$ cat src/rtl/block_transpose_pkg.sv
// Shared types for the block transpose slice: per-bank state and bank index.
// Latency: n/a (types and helpers only).
// Backpressure: n/a.
package block_transpose_pkg;

  // Life cycle of one storage bank. A bank is written only in EMPTY/FILLING
  // and read only in FULL/DRAINING, so a write and a read never target the
  // same bank in the same cycle.
  typedef enum logic [1:0] {
    EMPTY    = 2'd0,
    FILLING  = 2'd1,
    FULL     = 2'd2,
    DRAINING = 2'd3
  } bank_state_e;

  // Two banks (ping-pong), so one bit selects a bank.
  typedef logic bank_idx_t;

  localparam int unsigned NUM_BANKS = 2;

  // Index width for a range of n entries; never returns zero so that
  // degenerate sizes (n == 1) still produce a legal one-bit vector.
  function automatic int unsigned idx_w(input int unsigned n);
    return (n > 1) ? $clog2(n) : 1;
  endfunction

endpackage

$ cat src/rtl/block_transpose_bank.sv
// One NUM x DW bit store: row write, per-row valid flags, column read mux.
// Latency: write lands on the clock edge; column read is combinational.
// Backpressure: none here; the parent only writes/reads when a bank state allows it.
//
// Ports:
//   clock, rst         rising-edge clock, synchronous active-high reset (clears row flags)
//   i_wr_en/_row/_dat  write input word i_wr_dat into row i_wr_row
//   i_rd_col           column (input bit position) to read
//   o_rd_dat           bit j = row j bit i_rd_col, forced to 0 for rows not written
module transpose_bank
  import block_transpose_pkg::*;
#(
  parameter int NUM = 8,
  parameter int DW  = 6,
  localparam int RW = idx_w(NUM),
  localparam int CW = idx_w(DW)
) (
  input  logic            clock,
  input  logic            rst,
  input  logic            i_wr_en,
  input  logic [RW-1:0]   i_wr_row,
  input  logic [DW-1:0]   i_wr_dat,
  input  logic [CW-1:0]   i_rd_col,
  output logic [NUM-1:0]  o_rd_dat
);

  logic [DW-1:0]  r_mem [NUM];
  logic [NUM-1:0] r_row_vld;

  // Storage is never cleared: stale rows are hidden by r_row_vld instead.
  always_ff @(posedge clock) begin
    if (i_wr_en) begin
      r_mem[i_wr_row] <= i_wr_dat;
    end
  end

  // Row 0 is always the first write of a block, so writing it wipes the
  // flags left over from the previous block held in this bank.
  always_ff @(posedge clock) begin
    if (rst) begin
      r_row_vld <= '0;
    end else if (i_wr_en) begin
      if (i_wr_row == '0) begin
        r_row_vld <= NUM'(1);
      end else begin
        r_row_vld[i_wr_row] <= 1'b1;
      end
    end
  end

  always_comb begin
    o_rd_dat = '0;
    for (int j = 0; j < NUM; j++) begin
      o_rd_dat[j] = r_row_vld[j] & r_mem[j][i_rd_col];
    end
  end

endmodule

$ cat src/rtl/block_transpose.sv
// Bit-matrix transpose: up to NUM input words of DW bits -> DW output words of NUM bits.
// Latency: first output word valid the cycle after the closing input accept; 1 word/cycle each side.
// Backpressure: valid/ready both sides; in_ready drops only when both ping-pong banks hold unread blocks.
//
// Ports:
//   clock, rst                   rising-edge clock, synchronous active-high reset
//   rev_mode                     (only with BLOCK_TRANSPOSE_REVERSE_EN) emit a block's words
//                                highest index first; sampled with the block's first word
//   in_data/in_valid/in_ready    input word stream; in_last closes a block early
//   out_data/out_valid/out_ready output word stream; out_last marks a block's final word
//   short_err                    one-cycle pulse after a block closed with fewer than NUM words
//
// Optional feature macro: BLOCK_TRANSPOSE_REVERSE_EN (default build: ascending order, no rev_mode port).
module block_transpose
  import block_transpose_pkg::*;
#(
  parameter int NUM = 8,
  parameter int DW  = 6
) (
  input  logic            clock,
  input  logic            rst,
`ifdef BLOCK_TRANSPOSE_REVERSE_EN
  input  logic            rev_mode,
`endif
  input  logic [DW-1:0]   in_data,
  input  logic            in_valid,
  output logic            in_ready,
  input  logic            in_last,
  output logic [NUM-1:0]  out_data,
  output logic            out_valid,
  input  logic            out_ready,
  output logic            out_last,
  output logic            short_err
);

  localparam int RW = idx_w(NUM);
  localparam int CW = idx_w(DW);
  localparam logic [RW-1:0] ROW_LAST = RW'(NUM - 1);
  localparam logic [CW-1:0] COL_LAST = CW'(DW - 1);

  // ---------------------------------------------------------------------------
  // State
  // ---------------------------------------------------------------------------
  bank_state_e   r_state [NUM_BANKS];
  bank_state_e   w_state_nxt [NUM_BANKS];
  bank_idx_t     r_wr_bank, w_wr_bank_nxt;
  bank_idx_t     r_rd_bank, w_rd_bank_nxt;
  logic [RW-1:0] r_wr_row,  w_wr_row_nxt;
  logic [CW-1:0] r_rd_cnt,  w_rd_cnt_nxt;
  logic          r_short_err, w_short_err_nxt;

  bank_state_e   w_wr_state;
  bank_state_e   w_rd_state;
  logic          w_in_fire;
  logic          w_out_fire;
  logic          w_in_close;
  logic          w_out_end;
  logic [CW-1:0] w_rd_col;
  logic [NUM-1:0] w_bank_rd [NUM_BANKS];

  assign w_wr_state = r_state[r_wr_bank];
  assign w_rd_state = r_state[r_rd_bank];

  // Handshake outputs are gated by rst so they read idle during reset itself,
  // not just from the cycle after.
  assign in_ready   = !rst && ((w_wr_state == EMPTY) || (w_wr_state == FILLING));
  assign out_valid  = !rst && ((w_rd_state == FULL)  || (w_rd_state == DRAINING));

  assign w_in_fire  = in_valid  && in_ready;
  assign w_out_fire = out_valid && out_ready;

  // A block closes on in_last or when its NUM-th row is written.
  assign w_in_close = in_last || (r_wr_row == ROW_LAST);
  assign w_out_end  = (r_rd_cnt == COL_LAST);

  // ---------------------------------------------------------------------------
  // Per-bank output order
  // ---------------------------------------------------------------------------
`ifdef BLOCK_TRANSPOSE_REVERSE_EN
  logic [NUM_BANKS-1:0] r_rev;

  // Captured with the first word so a block keeps its order even if
  // rev_mode changes while it is being filled or drained.
  always_ff @(posedge clock) begin
    if (rst) begin
      r_rev <= '0;
    end else if (w_in_fire && (w_wr_state == EMPTY)) begin
      r_rev[r_wr_bank] <= rev_mode;
    end
  end

  assign w_rd_col = r_rev[r_rd_bank] ? (COL_LAST - r_rd_cnt) : r_rd_cnt;
`else
  assign w_rd_col = r_rd_cnt;
`endif

  // ---------------------------------------------------------------------------
  // Bank controller: next state
  // ---------------------------------------------------------------------------
  // The write side and the read side each touch only their own bank (they
  // cannot coincide, see the state enum), so both updates may apply in the
  // same cycle -- this is what lets a closing write and a final read overlap
  // without a bubble.
  always_comb begin
    for (int b = 0; b < NUM_BANKS; b++) begin
      w_state_nxt[b] = r_state[b];
    end
    w_wr_bank_nxt   = r_wr_bank;
    w_rd_bank_nxt   = r_rd_bank;
    w_wr_row_nxt    = r_wr_row;
    w_rd_cnt_nxt    = r_rd_cnt;
    w_short_err_nxt = 1'b0;

    if (w_in_fire) begin
      if (w_in_close) begin
        w_state_nxt[r_wr_bank] = FULL;
        w_wr_bank_nxt          = ~r_wr_bank;
        w_wr_row_nxt           = '0;
        w_short_err_nxt        = (r_wr_row != ROW_LAST);
      end else begin
        w_state_nxt[r_wr_bank] = FILLING;
        w_wr_row_nxt           = r_wr_row + RW'(1);
      end
    end

    if (w_out_fire) begin
      if (w_out_end) begin
        w_state_nxt[r_rd_bank] = EMPTY;
        w_rd_bank_nxt          = ~r_rd_bank;
        w_rd_cnt_nxt           = '0;
      end else begin
        w_state_nxt[r_rd_bank] = DRAINING;
        w_rd_cnt_nxt           = r_rd_cnt + CW'(1);
      end
    end
  end

  // ---------------------------------------------------------------------------
  // Bank controller: state register
  // ---------------------------------------------------------------------------
  always_ff @(posedge clock) begin
    if (rst) begin
      for (int b = 0; b < NUM_BANKS; b++) begin
        r_state[b] <= EMPTY;
      end
      r_wr_bank   <= '0;
      r_rd_bank   <= '0;
      r_wr_row    <= '0;
      r_rd_cnt    <= '0;
      r_short_err <= 1'b0;
    end else begin
      for (int b = 0; b < NUM_BANKS; b++) begin
        r_state[b] <= w_state_nxt[b];
      end
      r_wr_bank   <= w_wr_bank_nxt;
      r_rd_bank   <= w_rd_bank_nxt;
      r_wr_row    <= w_wr_row_nxt;
      r_rd_cnt    <= w_rd_cnt_nxt;
      r_short_err <= w_short_err_nxt;
    end
  end

  // ---------------------------------------------------------------------------
  // Storage banks
  // ---------------------------------------------------------------------------
  for (genvar g = 0; g < NUM_BANKS; g++) begin : g_bank
    transpose_bank #(
      .NUM (NUM),
      .DW  (DW)
    ) u_bank (
      .clock    (clock),
      .rst      (rst),
      .i_wr_en  (w_in_fire && (r_wr_bank == bank_idx_t'(g))),
      .i_wr_row (r_wr_row),
      .i_wr_dat (in_data),
      .i_rd_col (w_rd_col),
      .o_rd_dat (w_bank_rd[g])
    );
  end

  assign out_data  = out_valid ? w_bank_rd[r_rd_bank] : '0;
  assign out_last  = out_valid && w_out_end;
  assign short_err = !rst && r_short_err;

endmodule

$ cat config.mk
export PLATFORM = sky130hd
export DESIGN_NAME = block_transpose
export DESIGN_NICKNAME = d
export VERILOG_FILES = /design/src/rtl/block_transpose_pkg.sv /design/src/rtl/block_transpose_bank.sv /design/src/rtl/block_transpose.sv
export SDC_FILE = /design/constraint.sdc
export NUM_CORES = 1
export LEC_CHECK = 0
export CAP_MARGIN = 5
export CELL_PAD_IN_SITES_DETAIL_PLACEMENT = 0
export CELL_PAD_IN_SITES_GLOBAL_PLACEMENT = 1
export CORE_AREA = 5 5 104 106
export DETAILED_ROUTE_END_ITERATION = 7
export DIE_AREA = 0 0 109 111
export PLACE_DENSITY = 0.84
export RECOVER_POWER = 100
export SLEW_MARGIN = 20
export SYNTH_ARGS = -nofsm -noshare
export SYNTH_HDL_FRONTEND = slang
export SYNTH_SLANG_ARGS = --single-unit
$ cat constraint.sdc
create_clock -name clock -period 5.4 [get_ports clock]
set_clock_uncertainty 0.15 [all_clocks]
set_input_delay 1.08 -clock clock [delete_from_list [all_inputs] [get_ports clock]]
set_output_delay 1.08 -clock clock [all_outputs]
set_load 0.02 [all_outputs]
* Yosys cells after proc, flatten, opt, wreduce, memory -nomap -nowiden
Memories as Yosys holds them, arrays and structs flattened. A register that Yosys moved wholly into a read port is not among the register bits.
Index checks and enable logic that the tools add are counted.
** Operators by class
- Reductions and logical operators :: 20
- Bitwise logic cells :: 35
- Muxes and demuxes :: 63
- $add $sub $neg :: 2
- Eq/ne operators :: 6
- $lt $le $gt $ge :: 7
** Operators by type and width (number)
- 1-bit binary-select mux with 3-bit select :: 16
- 8-bit two-way mux :: 6
- 1-bit two-way mux :: 28
- 1-bit AND :: 16
- 4-bit two-way mux :: 4
- 8-bit bitwise OR :: 2
- 1-bit logical AND :: 11
- 3-bit by 4-bit < comparator with 1-bit output (second input constant) :: 2
- 2-bit two-way mux :: 4
- 3-bit by 1-bit adder with 3-bit output (second input constant) :: 2
- 3-bit equality test (second input constant) :: 2
- 3-bit two-way mux :: 2
- 2-bit AND :: 2
- 4-bit AND :: 1
- 2-bit demux with 1-bit select :: 2
- 2-bit equality test (second input constant) :: 2
- 2-bit greater-or-equal comparator (second input constant) :: 2
- 2-bit by 1-bit < comparator with 1-bit output (second input constant) :: 2
- 1-bit NOT :: 4
- 1-bit NOT with 2-bit output :: 2
- 2-bit NOT :: 2
- 4-bit NOT :: 1
- 2-bit bitwise OR :: 2
- 4-bit bitwise OR :: 1
- 11 further kinds :: 15
** Storage, ports and cells
- Flip-flop bits (word level) :: 25
- Input port bits :: 11
- Logic and storage cells :: 143
- Memory bits (writable) :: 100
- Output and inout bits :: 12
- Memories :: 3
** Memory list
- g_bank[0].u_bank.r_mem :: words 8, width 6, read ports 8, clocked after memory_dff 0, write ports 1, line block_transpose_bank.sv:27 : logic [DW-1:0] r_mem [NUM];
- g_bank[1].u_bank.r_mem :: words 8, width 6, read ports 8, clocked after memory_dff 0, write ports 1, line block_transpose_bank.sv:27
- r_state :: words 2, width 2, read ports 4, clocked after memory_dff 2, write ports 2, line block_transpose.sv:44 : bank_state_e r_state [NUM_BANKS];

* Depth between registers and ports, before layout
Gate-level depths: netlist of the first run.
- Depth after elaboration :: 13
- Gate-level depth with buffers :: 6

* By module
From an unflattened synthesis of the first run, not the netlist that was laid out.
** Unflattened totals
- Cell total of the unflattened synthesis :: 381
- Area total of the unflattened synthesis :: 5306.3 µm²
** Modules (own cells, without submodules)
- transpose_bank :: times used 2, cells an instance 145, area an instance 2274.7 µm², sequential area each 1601.5 µm²
- block_transpose :: times used 1, cells an instance 91, area an instance 757.0 µm², sequential area each 260.2 µm²

* Worst setup path before layout of the first run
No wires, ideal clock.
- Kind :: input to output
- From :: input rst
- To :: output out_last
- Stages on the path :: 4
- Arrival time :: 2.141 ns
- Slack :: 2.029 ns
- Cell sequence :: buf_2 clkbuf_1 clkbuf_1 nor3_1
** Between the ends
- Cells in the longest elaborated chain, start to end :: 3
** Ends and longest elaborated chain
- start: declaration :: line block_transpose.sv:21 : input logic rst,
- 1-bit logical NOT :: line block_transpose.sv:67 : assign out_valid = !rst && ((w_rd_state == FULL) || (w_rd_state == DRAINING));
- 1-bit logical AND :: line block_transpose.sv:67
- 1-bit logical AND :: line block_transpose.sv:182 : assign out_last = out_valid && w_out_end;
- end: declaration :: line block_transpose.sv:32 : output logic out_last,
No other way between the ends.

* Final worst setup path of the first run
- From :: input rst
- To :: output out_data[1]
** Between the ends
- Cells in the longest elaborated chain, start to end :: 3
** Ends and longest elaborated chain
- 1-bit logical NOT :: line block_transpose.sv:67
- 1-bit logical AND :: line block_transpose.sv:67
- 8-bit two-way mux :: line block_transpose.sv:181 : assign out_data = out_valid ? w_bank_rd[r_rd_bank] : '0;
- end: declaration :: line block_transpose.sv:29 : output logic [NUM-1:0] out_data,
No other way between the ends.

==> impl_metrics.env, run 1 <==
export IMPL_netSwitchingFraction=0.194
export IMPL_rows=36
export IMPL_clk_latency_ns=0.51
export IMPL_setup_viol=0
export IMPL_pin_count=23
export IMPL_min_period_ns=4.71
export IMPL_power_density_nw_per_um2=393
export IMPL_leakagePower_nw=1.97
export IMPL_drive_gt1_frac=0.0963
export IMPL_ant_nets=0
export IMPL_slew_headroom=0.250
export IMPL_tritoncts="built"
export IMPL_criticalPathCategory="in2out"
export IMPL_first_iter_violations=202
export IMPL_cts_sinks=125
export IMPL_place_hpwl_mm=6.24
export IMPL_cp_start_kind="input port"
export IMPL_cp_max_fo=17
export IMPL_fp_dieH_um=111
export IMPL_maxCapViolations=0
export IMPL_yosysSeqAreaShare=0.680
export IMPL_p_comb_frac=0.033
export IMPL_critical_path_top_delay_family="buffers and inverters"
export IMPL_peakVddDrop_v=0.000197
export IMPL_fmax_ghz=0.212
export IMPL_hp_class="reg2reg"
export IMPL_worstMarginPinSlew_ns=1.11
export IMPL_path_cells="dlygate4sd3_1 > nor2_2 > o2111ai_1 > o21ai_1 > dlygate4sd3_1"
export IMPL_maxSlewViolCount=0
export IMPL_synth_edf_count=96
export IMPL_worst_endpoint_required_ns=4.17
export IMPL_status="finished clean"
export IMPL_post_route_util=0.624
export IMPL_post_cts_buffers=0
export IMPL_worstSetupEndpointType="output port"
export IMPL_clk_pin_slew_worst_paths_ns=0.06
export IMPL_drc=0
export IMPL_tns_ns=0
export IMPL_synth_avg_cell_area_um2=13.8
export IMPL_root_buffer="clkbuf_8"
export IMPL_ctsLongestPathBuffers=2
export IMPL_antenna_found_initial=0
export IMPL_grt_overflow_total=0
export IMPL_critPathArrivalTime_ns=3.48
export IMPL_cts_htree_levels=4
export IMPL_cp_common_cell="dlygate4sd3_1"
export IMPL_nets=406
export IMPL_period_share=0.872
export IMPL_internal_power_mw=1.91
export IMPL_grt_max_degree=28
export IMPL_rsz0062_at_grt="no"
export IMPL_switching_power_mw=0.459
export IMPL_cts_buffers=17
export IMPL_start_util=0.526
export IMPL_grt_pass1_vias=3237
export IMPL_grt_pass1_wl_mm=17.5
export IMPL_via_per_inst=5.73
export IMPL_die_area_um2=12100
export IMPL_gp_congestion=0.825
export IMPL_final_hold_violation_count=0
export IMPL_drtPass1Iterations=5
export IMPL_syn_area_um2=5100
export IMPL_seqPwrFrac=0.444
export IMPL_synth_cell_types=41
export IMPL_die_w_um=109
export IMPL_antenna_cells=0
export IMPL_crit_buf_inv=2
export IMPL_port_buffer_count=22
export IMPL_routed_wl_mm=10.8
export IMPL_yosys_warnings=0
export IMPL_ctsHoldBuffers=0
export IMPL_design_core_area_um2=9680
export IMPL_cpPeakStageDelay_ns=0.70
export IMPL_vias=3082
export IMPL_area_growth_pct=18.6
export IMPL_netlist_instances=368
export IMPL_grt_usage=0.196
export IMPL_slowest_stage="dlygate4sd3_1"
export IMPL_synth_seq_cells=125
export IMPL_synthArstFlopShare=0
export IMPL_synth_ff_type="edfxtp_1"
export IMPL_clkPwrFrac=0.523
export IMPL_post_cts_resized=0
export IMPL_wl_per_cell_um=20.1
export IMPL_synthesis_nets=382
## layer usage
layer | global-route usage | vias to the layer above | wire length, µm
met1 | 0.258 | 1508 | 4640
met4 | 0.0774 | 0 | 211
met2 | 0.303 | 105 | 5290
met5 | 0 | - | 0
met3 | 0.0565 | 19 | 652
li1 | - | 1450 | -
## layout make-up
| class | instances | area (µm²) |
|---|---|---|
| fillers | 732 | 3640 |
| multi-input cells | 217 | 1480 |
| flip-flops and latches | 125 | 3460 |
| inverters | 5 | 18.8 |
| clock inverters | 15 | 243 |
| well taps | 133 | 166 |
| repair buffers | 26 | 255 |
| clock buffers | 17 | 414 |
## worst paths after layout
kind / from / end / slack (ns) / depth (start not counted)
worst min register to register: g_bank[1].u_bank.r_row_vld[6] / g_bank[1].u_bank.r_row_vld[6] / 0.32 / 1
worst min-delay path: g_bank[1].u_bank.r_row_vld[6] / g_bank[1].u_bank.r_row_vld[6] / 0.32 / 1
worst max register to register: r_wr_bank / g_bank[0].u_bank.r_mem[4][3] / 2.81 / 4
worst max-delay path: rst / out_data[1] / 0.69 / 5
## synth_stat cells, types with 5 or more instances
master | n | area share
nand2_1 | 10 | 0.0074
clkbuf_1 | 10 | 0.0074
a21o_1 | 5 | 0.0074
edfxtp_1 | 96 | 0.57
dfxtp_1 | 29 | 0.11
a21oi_1 | 7 | 0.0069
o21a_1 | 10 | 0.015
o21ai_1 | 9 | 0.0088
o22ai_1 | 16 | 0.020
mux2i_1 | 52 | 0.10
nor2_1 | 40 | 0.029
nand3_1 | 13 | 0.013
nor3_1 | 6 | 0.0059
o2111ai_1 | 9 | 0.015
buf_2 | 10 | 0.0098
## power by group through the flow
stage	clock, mW	sequential (mW)	combinational [mW]
2_1_floorplan	0	1.07	0.0509
3_3_place_gp	0	1.07	0.0823
3_5_place_dp	0	1.07	0.0833
4_1_cts	1.26	1.05	0.0843
5_1_grt	1.31	1.05	0.0855
6_report	1.24	1.05	0.0782
## per-stage QoR
stage	hold WS (ns)	power [mW]	setup WS, ns	area [µm²]	std cells
floorplan	0.276	1.12	2.03	5100	368
global placement	0.298	1.15	0.993	5440	506
detailed placement	0.304	1.16	0.886	5440	506
CTS	0.317	2.40	0.860	6090	538
global route	0.339	2.45	0.599	6040	538
finish	0.316	2.37	0.689	6040	538
## flip-flops by register name, indices dropped and copies added (netlist names), named ones only
signal and cells:
r_wr_row 3, r_short_err 1, r_wr_bank 1, r_state 2
r_rd_cnt 3, r_rd_bank 1, g_bank.u_bank.r_row_vld 16, g_bank.u_bank.r_mem 96
## layout by cell type, fill, tap and decap left out, drive strengths merged, types with 7 or more instances in the layout
master	synthesis	layout
nor3	10	10
nand2	10	10
dfxtp	29	29
mux2i	53	53
o21ai	9	9
o21a	10	10
o22ai	16	16
a21oi	7	7
o2111ai	9	9
clkbuf	10	19
nor2	42	42
nand3	13	13
dlygate4sd3	0	18
edfxtp	96	96
## cells by family after synthesis
logic type,after synthesis,share of synthesized area
muxes,54,0.107
xor gates and xnor gates,2,0.00344
DFF,125,0.680
buffers and inverters,26,0.0216
adders and majority gates,3,0.00737
AOI/OAI and AO/OA,62,0.0820
and+or+nand+nor,96,0.0989
Power figures use the tool's default switching activity.
==> inputs of run 2 (changes only) <==
--- a/config.mk
+++ b/config.mk
@@ -14,5 +14,4 @@
 export PLACE_DENSITY = 0.84
 export RECOVER_POWER = 100
-export SLEW_MARGIN = 20
 export SYNTH_ARGS = -nofsm -noshare
 export SYNTH_HDL_FRONTEND = slang
==> constraint.sdc (replaced) <==
create_clock -name clock -period 5.4 [get_ports clock]
set_clock_uncertainty 0.15 [all_clocks]
set_input_delay 0.54 -clock clock [delete_from_list [all_inputs] [get_ports clock]]
set_output_delay 0.54 -clock clock [all_outputs]
set_load 0.02 [all_outputs]
==> run 2 against run 1 <==
  * The flow now finishes with violations (max-capacitance violations, max-slew violations)
  * Power fell by 4.0%
  * Count of clock-buffer cells in the layout grew 1
  * Largest cell class unchanged
  * Register-to-register slack got worse by 0.08 ns
  * Critical path depth grew 1
  * First-iteration DRC count is 3.0% higher
  * Critical endpoint is now out_data[3]
  * Cell count stayed put
  * Worst setup slack improved by 0.24 ns
  * Die area is the same
  * Via count decreased by 2.1%
  * Hold slack gained 0.0045 ns
==> impl_metrics.env, run 2 (synthesis results as in run 1) <==
export IMPL_total_power_mw=2.28
export IMPL_path_cells="buf_4 > mux2i_1 > o22ai_1 > o2111ai_1 > o21ai_1 > dlygate4sd3_1"
export IMPL_grt_overflow_total=0
export IMPL_design_core_area_um2=9680
export IMPL_top_regs="g_bank.u_bank.r_mem: 96 flops, g_bank.u_bank.r_row_vld: 16 flops"
export IMPL_place_hpwl_mm=6.30
export IMPL_slowest_stage="dfxtp_1"
export IMPL_tritoncts="built"
export IMPL_setup_viol=0
export IMPL_min_period_ns=4.47
export IMPL_hp_class="reg2reg"
export IMPL_criticalPathCategory="reg2out"
export IMPL_fp_dieH_um=111
export IMPL_ctsHoldBuffers=0
export IMPL_cp_start_kind="register"
export IMPL_critical_path_top_delay_family="flip-flops"
export IMPL_antenna_found_initial=0
export IMPL_cp_max_fo=28
export IMPL_post_route_util=0.617
export IMPL_cpPeakStageDelay_ns=1.39
export IMPL_wl_per_cell_um=19.5
export IMPL_post_cts_resized=0
export IMPL_grt_usage=0.191
export IMPL_post_cts_buffers=0
export IMPL_slew_headroom=-0.0692
export IMPL_violations="max-capacitance violations, max-slew violations"
export IMPL_drive_gt1_frac=0.0889
export IMPL_maxSlewViolCount=29
export IMPL_first_iter_violations=208
export IMPL_hold_ws_ns=0.321
export IMPL_cts_htree_levels=4
export IMPL_cts_buffers=17
export IMPL_clk_latency_ns=0.51
export IMPL_rows=36
export IMPL_die_w_um=109
export IMPL_cts_sinks=125
export IMPL_fmax_ghz=0.224
export IMPL_period_share=0.828
export IMPL_drc=0
export IMPL_tns_ns=0
export IMPL_largest_register="g_bank.u_bank.r_mem"
export IMPL_ant_nets=0
export IMPL_status="finished, violations left"
export IMPL_grt_pass1_wl_mm=17.0
export IMPL_die_area_um2=12100
export IMPL_via_per_inst=5.61
export IMPL_root_buffer="clkbuf_8"
export IMPL_port_buffer_count=22
export IMPL_largest_reg_flops=96
export IMPL_grt_pass1_vias=3068
export IMPL_worst_endpoint_required_ns=4.71
export IMPL_placed_cells=504
export IMPL_clk_pin_slew_worst_paths_ns=0.06
export IMPL_nets=406
export IMPL_crit_buf_inv=2
export IMPL_final_common_cell="edfxtp_1"
export IMPL_area_growth_pct=17.2
export IMPL_ctsLongestPathBuffers=2
export IMPL_rsz0062_at_grt="no"
export IMPL_worstMarginPinSlew_ns=1.60
export IMPL_maxCapViolations=1
export IMPL_routed_wl_mm=10.5
export IMPL_start_util=0.526
export IMPL_instances_no_fill=538
export IMPL_grt_max_degree=29
export IMPL_peakVddDrop_v=0.000188
export IMPL_worstSetupEndpointType="output port"
export IMPL_gp_congestion=0.810
export IMPL_final_cell_mix="edfxtp_1, mux2i_1, nor2_1, dfxtp_1"
export IMPL_final_hold_violation_count=0
export IMPL_critPathArrivalTime_ns=3.78
export IMPL_power_density_nw_per_um2=381
export IMPL_drtPass1Iterations=4
export IMPL_pin_count=23
export IMPL_vias=3016
export IMPL_leakagePower_nw=1.92
export IMPL_antenna_cells=0
## run 2: final cells by class
cell class,count,area [µm²]
repair buffers,26,239
well taps,133,166
clock buffers,18,418
fillers,736,3710
flip-flops and latches,125,3460
inverters,5,18.8
multi-input cells,217,1480
clock inverters,14,191
## run 2: metal layers
metal	GRT usage	share of wire
met5	0	0
met4	0.0581	0.0072
met1	0.256	0.45
met3	0.0536	0.057
met2	0.301	0.49
## run 2: worst paths after layout
path,start,end,slack [ns],cells after the start
max,r_rd_cnt[0],out_data[3],0.93,6
min,g_bank[1].u_bank.r_row_vld[7],g_bank[1].u_bank.r_row_vld[7],0.32,1
max reg2reg,r_rd_cnt[0],register,2.73,4
min reg2reg,g_bank[1].u_bank.r_row_vld[7],g_bank[1].u_bank.r_row_vld[7],0.32,1
## run 2: metrics by stage
stage / setup WS [ns] / cell area (µm²)
floorplan: 2.94 / 5100
global placement: 1.97 / 5410
detailed placement: 1.94 / 5410
CTS: 1.51 / 6020
global route: 0.689 / 5970
finish: 0.930 / 5970
## run 2: worst register-to-register path: cells and delay by family (launching register included)
kind	cells	cell delay (ns)
and+or+nand+nor	3	0.81
xor gates and xnor gates	1	0.18
DFF	1	1.39
## run 2: power by group
| part | total, mW | internal, mW | leakage [nW] | switching [mW] |
|---|---|---|---|---|
| Combinational | 0.0769 | 0.0277 | 0.535 | 0.0491 |
| Clock | 1.15 | 0.749 | 0.289 | 0.400 |
| Sequential | 1.05 | 1.04 | 1.10 | 0.00889 |
| Total | 2.28 | 1.82 | 1.92 | 0.458 |
